$ cat src/rtl/cdc_handshake_tx.sv
// Four-phase request/acknowledge transmitter: launches a registered payload into a remote clock domain.
// Define CDC_HANDSHAKE_TX_TIMEOUT_EN to add TIMEOUT_CYCLES and the Error_o abort path.
module cdc_handshake_tx #(
    parameter int WIDTH          = 8,
    parameter int SYNC_STAGES    = 2
`ifdef CDC_HANDSHAKE_TX_TIMEOUT_EN
    ,
    parameter int TIMEOUT_CYCLES = 1023
`endif
) (
    input  logic             Clock,
    input  logic             Reset,
    input  logic             Start_i,
    input  logic [WIDTH-1:0] Data_i,
    output logic             Busy_o,
    output logic             Done_o,
    output logic             Req_o,
    output logic [WIDTH-1:0] Data_o,
    input  logic             Ack_i
`ifdef CDC_HANDSHAKE_TX_TIMEOUT_EN
    ,
    output logic             Error_o
`endif
);

    typedef enum logic [1:0] {
        IDLE        = 2'd0,
        WAIT_ACK_HI = 2'd1,
        WAIT_ACK_LO = 2'd2
    } state_t;

    state_t                 state;
    state_t                 stateNext;
    logic                   reqNext;
    logic [WIDTH-1:0]       dataNext;
    logic                   doneNext;
    logic [SYNC_STAGES-1:0] ackSync;
    logic                   ackS;

    // Only the last stage of the chain is trusted; earlier stages may be metastable.
    always_ff @(posedge Clock) begin
        if (Reset) begin
            ackSync <= '0;
        end else begin
            ackSync <= {ackSync[SYNC_STAGES-2:0], Ack_i};
        end
    end

    assign ackS   = ackSync[SYNC_STAGES-1];
    assign Busy_o = (state != IDLE) || ackS;

`ifdef CDC_HANDSHAKE_TX_TIMEOUT_EN
    localparam int CW = (TIMEOUT_CYCLES < 1) ? 1 : $clog2(TIMEOUT_CYCLES + 1);

    logic [CW-1:0] timeoutCount;
    logic [CW-1:0] timeoutCountNext;
    logic          errorNext;
`endif

    always_comb begin
        stateNext = state;
        reqNext   = Req_o;
        dataNext  = Data_o;
        doneNext  = 1'b0;
`ifdef CDC_HANDSHAKE_TX_TIMEOUT_EN
        errorNext = 1'b0;
`endif
        case (state)
            IDLE: begin
                if (Start_i && !ackS) begin
                    dataNext  = Data_i;
                    reqNext   = 1'b1;
                    stateNext = WAIT_ACK_HI;
                end
            end
            WAIT_ACK_HI: begin
                if (ackS) begin
                    reqNext   = 1'b0;
                    stateNext = WAIT_ACK_LO;
                end
            end
            WAIT_ACK_LO: begin
                if (!ackS) begin
                    doneNext  = 1'b1;
                    stateNext = IDLE;
                end
            end
            default: begin
                reqNext   = 1'b0;
                stateNext = IDLE;
            end
        endcase
`ifdef CDC_HANDSHAKE_TX_TIMEOUT_EN
        // A normal handshake step on the same edge takes precedence over the abort.
        if ((stateNext == state) && (state != IDLE) && (timeoutCount == CW'(TIMEOUT_CYCLES))) begin
            reqNext   = 1'b0;
            stateNext = IDLE;
            errorNext = 1'b1;
        end
        if (stateNext != state) begin
            timeoutCountNext = '0;
        end else if (state != IDLE) begin
            timeoutCountNext = timeoutCount + CW'(1);
        end else begin
            timeoutCountNext = '0;
        end
`endif
    end

    always_ff @(posedge Clock) begin
        if (Reset) begin
            state  <= IDLE;
            Req_o  <= 1'b0;
            Data_o <= '0;
            Done_o <= 1'b0;
        end else begin
            state  <= stateNext;
            Req_o  <= reqNext;
            Data_o <= dataNext;
            Done_o <= doneNext;
        end
    end

`ifdef CDC_HANDSHAKE_TX_TIMEOUT_EN
    always_ff @(posedge Clock) begin
        if (Reset) begin
            timeoutCount <= '0;
            Error_o      <= 1'b0;
        end else begin
            timeoutCount <= timeoutCountNext;
            Error_o      <= errorNext;
        end
    end
`endif

endmodule

$ cat config.mk
export PLATFORM = sky130hd
export DESIGN_NAME = cdc_handshake_tx
export DESIGN_NICKNAME = d
export VERILOG_FILES = /design/src/rtl/cdc_handshake_tx.sv
export SDC_FILE = /design/constraint.sdc
export NUM_CORES = 1
export LEC_CHECK = 0
export CAP_MARGIN = 20
export CORE_MARGIN = 8
export CORE_UTILIZATION = 40
export CTS_CLUSTER_SIZE = 30
export DETAILED_ROUTE_END_ITERATION = 16
export GPL_TIMING_DRIVEN = 0
export PLACE_DENSITY = 0.85
export SLEW_MARGIN = 20
export SYNTH_ARGS = -nofsm -noshare
export SYNTH_HDL_FRONTEND = slang
export SYNTH_SLANG_ARGS = --single-unit
$ cat constraint.sdc
create_clock -name Clock -period 2.2 [get_ports Clock]
set_clock_uncertainty 0.1 [all_clocks]
set_input_delay 0.55 -clock Clock [delete_from_list [all_inputs] [get_ports Clock]]
set_output_delay 0.55 -clock Clock [all_outputs]
set_load 0.05 [all_outputs]
==> flow_summary.ini, run 1 <==
[status]
status = completed

[sta]
rsz0062_at_grt = false
max_freq_mhz = 470
fin_crit_ns = 2.13
tightest_slew_ns = 0.504
final.setup.tns_ns = 0
worst_slack_ns = 0.0732
slew_violations = 0
slew_headroom_pct = 66.3
holdWs_ns = 0.357
setup_viol = 0
hold_viol_final = 0
fin_crit_sh_pct = 96.7

[global_routing]
grt_pass1_wl_um = 2130
gr-usage-all-layers_pct = 9.87
grtUsageMet1_pct = 11.5
grt.busiest_layer = met2
use_met3_pct = 3.31
overflow = 0
grt_pass1_vias = 481
met2_usage_pct = 15.8
grt_start_max_net_pins = 11
antenna_found_initial = 0

[power_and_ir_drop]
p_per_area_nw_per_um2 = 706
vdd.ir_drop.worst_mv = 0.397
cellLeakagePower_nw = 0.337

[placed_design]
dp_hpwl_um = 979
io_buffers = 22
place_ws_ns = -0.00327
dp.cells = 91
gp_congestion = 0.715

[synth]
ys_types = 17
synth_cells = 54
yosysSeqAreaShare_pct = 48.5
syn_nets = 66
syn_area_um2 = 578
syn_avg_cell_area_um2 = 10.7
synth_warnings = 0
ys_ff_latch = 14

[die]
io_pins = 23
core_um2 = 1330
die_w_um = 54.0
num_rows = 13
initial_core_util_pct = 43.3
fp.dieArea_um2 = 2920
die_y_um = 54.0

[final_layout]
drive_gt1_share_pct = 12.5
final_common_cell = clkdlybuf4s50_1
synthToLayoutAreaGrowth_pct = 47.8
num-fill-cells = 109
instances_no_fill = 95
mostFrequentLayoutCells = clkdlybuf4s50_1, nand2b_1, dfxtp_1
fin_nets = 93
antenna_cells = 0

[hold_path]
hp-class = reg2reg

[worst_setup_path]
cp-start-kind = flip-flop
end_kind = primary output
crit_arrival_ns = 1.48
slowest_delay_ns = 0.49
crit_chain = or3_2 > clkdlybuf4s15_2
crit_type = reg2out
crit_required_ns = 1.55
worstPathMaxFanout = 6
crit_path_top_delay_cell = or3_2

[clock_tree]
root_buffer = clkbuf_4
cts-buffers-inserted = 3
cts.sinks = 14
clk_pin_slew_ns = 0.08
htree_levels = 1
cts_hold_buf = 0
worstSkewPairLatency_ns = 0.27
cts_buffer_depth = 2
cts_tree = done

[drt]
wl_per_cell_um = 13.6
wirelength_um = 1290
ant_nets = 0
vias = 464
drtIter0Drc = 3
vias_per_cell = 4.88
drc = 0
first_pass_iters = 5

[flow_run]
cap_viol_max_count = 0
[routing by layer]
metal | wire [µm] | vias to the layer above | share of wire, %
li1 | - | 232 | -
met1 | 577 | 218 | 45
met2 | 635 | 12 | 49
met3 | 69 | 2 | 5.4
met4 | 6 | 0 | 0.47
met5 | 0 | - | 0
[Yosys cell counts, drive strengths merged]
cell / n / area (µm²)
nand2b: 16 / 100
dfxtp: 14 / 280
mux2i: 8 / 80.1
clkbuf: 2 / 7.51
nor2b: 2 / 12.5
nor4b: 2 / 23.8
and2b: 1 / 8.76
and3: 1 / 6.26
buf: 1 / 11.3
inv: 1 / 3.75
nor2: 1 / 3.75
nor3b: 1 / 7.51
nor4: 1 / 6.26
o31a: 1 / 10.0
or3: 1 / 7.51
xor2: 1 / 8.76
[cell type report]
type | instances | area, µm² | area share, %
flip-flops and latches | 14 | 280 | 32.8
inverters | 1 | 3.75 | 0.439
plain buffers | 3 | 18.8 | 2.20
well taps | 15 | 18.8 | 2.20
clock buffers | 4 | 36.3 | 4.25
repair buffers | 22 | 221 | 25.9
multi-input cells | 36 | 275 | 32.2
[timing repair]
| item | in CTS | in global routing |
|---|---|---|
| endpoints found under the setup margin | 1 | 0 |
| buffers inserted | 0 | 0 |
| endpoints found under the hold margin | 0 | 0 |
| resized for setup | 3 | 0 |
[cells by family after synthesis]
group           count (synthesis)  share of synthesized area, %
buf+inv                         4                          3.90
flops                          14                          48.5
mux                             8                          13.9
simple gates                   26                          30.5
compound gates                  1                          1.73
xor+xnor                        1                          1.52
[through the flow]
stage / area, µm² / power [mW] / util, %
finish: 855 / 0.603 / 64.1
global route: 855 / 0.635 / 64.1
floorplan: 578 / 0.375 / -
global placement: 817 / 0.427 / 61.3
CTS: 855 / 0.611 / 64.1
detailed placement: 817 / 0.431 / 61.3
[power breakdown]
group | switching, mW | internal (mW)
registers | 0.0107 | 0.269
logic | 0.0778 | 0.0658
clock network | 0.0796 | 0.101
total | 0.168 | 0.435
[state kept, by name (all words and copies together), names as in the netlist]
name	flops
Req_o	1
Data_o	8
ackSync	2
Done_o	1
state	2
[critical path: cells and delay by family (launching register included)]
| kind | cells | cell delay, ns |
|---|---|---|
| buffers and inverters | 1 | 0.34 |
| DFF | 1 | 0.38 |
| and+or+nand+nor | 1 | 0.49 |
[final timing paths]
path	startpoint	end	slack (ns)	cells past startpoint
max	state[0]$_SDFFE_PP0P_	Busy_o	0.07	2
min	ackSync[0]$_SDFF_PP0_	ackSync[1]$_SDFF_PP0_	0.36	1
max reg2reg	state[0]$_SDFFE_PP0P_	Data_o[7]$_SDFFE_PP0P_	0.94	3
min reg2reg	ackSync[0]$_SDFF_PP0_	ackSync[1]$_SDFF_PP0_	0.36	1
Power figures use the tool's default switching activity.
==> inputs of run 2 (changes only) <==
- GPL_TIMING_DRIVEN: 0 -> unset
- clock period: 2.2 -> 2.7 ns (I/O delays scaled with it)
==> flow_summary.ini, run 2 (same netlist as run 1, synthesis figures left out) <==
[die]
num_rows = 13
core_um2 = 1330
fp.dieArea_um2 = 2920
io_pins = 23
initial_core_util_pct = 43.3
die_y_um = 54.0
die_w_um = 54.0

[worst_setup_path]
crit_family = buffers and inverters
worstPathMaxFanout = 6
cp-startpoint = state[0]$_SDFFE_PP0P_
end_kind = primary output
crit_cells = 2
crit_required_ns = 1.92
crit_arrival_ns = 1.83
r2r_cells = 3
slowest_delay_ns = 0.71
rrSetupSlack_ns = 1.44
cp-start-kind = flip-flop
reg2reg_from = state[1]$_SDFFE_PP0P_
crit_type = reg2out
crit_chain = or3_2 > clkdlybuf4s50_1
crit_path_top_delay_cell = clkdlybuf4s50_1
worstPathBufferInverterCount = 1

[drt]
drtIter0Drc = 5
ant_nets = 0
wirelength_um = 1170
vias_per_cell = 4.71
wl_per_cell_um = 12.5
vias = 438
first_pass_iters = 2
drc = 0

[clock_tree]
htree_levels = 1
cts_hold_buf = 0
cts_resized = 0
cts_setup_buffers = 0
root_buffer = clkbuf_4
cts_buffer_depth = 2
cts-buffers-inserted = 3
cts.sinks = 14
clk_pin_slew_ns = 0.08
cts_tree = done
worstSkewPairLatency_ns = 0.27

[sta]
final.setup.tns_ns = 0
slew_violations = 0
setup_viol = 0
rsz0062_at_grt = false
fin_crit_ns = 2.60
worst_slack_ns = 0.0992
slew_headroom_pct = 65.4
fin_crit_sh_pct = 96.3
tightest_slew_ns = 0.518
max_freq_mhz = 385
hold_viol_final = 0

[power_and_ir_drop]
vdd.ir_drop.worst_mv = 0.303
cellLeakagePower_nw = 0.333
p_per_area_nw_per_um2 = 582
total_power_mw = 0.490

[global_routing]
grt_pass1_vias = 428
grt_pass1_wl_um = 1910
overflow = 0
antenna_found_initial = 0
grt_start_max_net_pins = 22
gr-usage-all-layers_pct = 9.06

[final_layout]
fin_nets = 91
mostFrequentLayoutCells = clkdlybuf4s50_1, nand2b_1, dfxtp_1
final_util_pct = 63.1
final_common_cell = clkdlybuf4s50_1
antenna_cells = 0
synthToLayoutAreaGrowth_pct = 45.7
drive_gt1_share_pct = 11.5
largest_register_ffs = 8
regMostFlops = Data_o
largestRegisters = Data_o x8, ackSync x2, state x2

[hold_path]
holdCritStartpoint = ackSync[0]$_SDFF_PP0_
hp-class = reg2reg
min_path_cells = 1

[placed_design]
place_ws_ns = 0.401
gp_congestion = 0.729
io_buffers = 22

[flow_run]
cap_viol_max_count = 0

[status]
status = completed
## run 2: routing by layer
layer  vias up  share of wire [%]  track usage (%)
met3         2                7.9             3.86
met4         0               0.86             6.15
met1       198                 42             9.80
met2        12                 49             14.1
li1        226                  -                -
met5         -                  0                0
## run 2: worst register-to-register path: cells and delay by family, from the launching register on
family	cells	cell delay (ns)
flops	1	0.44
compound gates	1	0.34
buf+inv	1	0.19
simple gates	1	0.08
## run 2: final timing paths
kind | end
worst min register to register | ackSync[1]$_SDFF_PP0_
worst max register to register | Req_o$_SDFFE_PP0P_
worst max-delay path | Busy_o
worst min-delay path | ackSync[1]$_SDFF_PP0_
## run 2: power breakdown
group	internal, mW	switching [mW]	total (mW)	leakage, nW
Clock	0.0819	0.0659	0.148	0.0210
Combinational	0.0528	0.0619	0.115	0.197
Sequential	0.219	0.00814	0.227	0.115
## run 2: cell type report
type / count / area [µm²]
inverters: 1 / 3.75
repair buffers: 23 / 228
multi-input cells: 36 / 275
well taps: 15 / 18.8
clock buffers: 4 / 36.3
fillers: 108 / 492
flip-flops and latches: 14 / 280
## run 2: metrics by stage
step	area [µm²]	hold slack [ns]	cells
3_3_place_gp	806	0.325	89
2_1_floorplan	578	0.314	54
4_1_cts	842	0.346	93
5_1_grt	842	0.363	93
6_report	842	0.344	93
3_5_place_dp	806	0.327	89
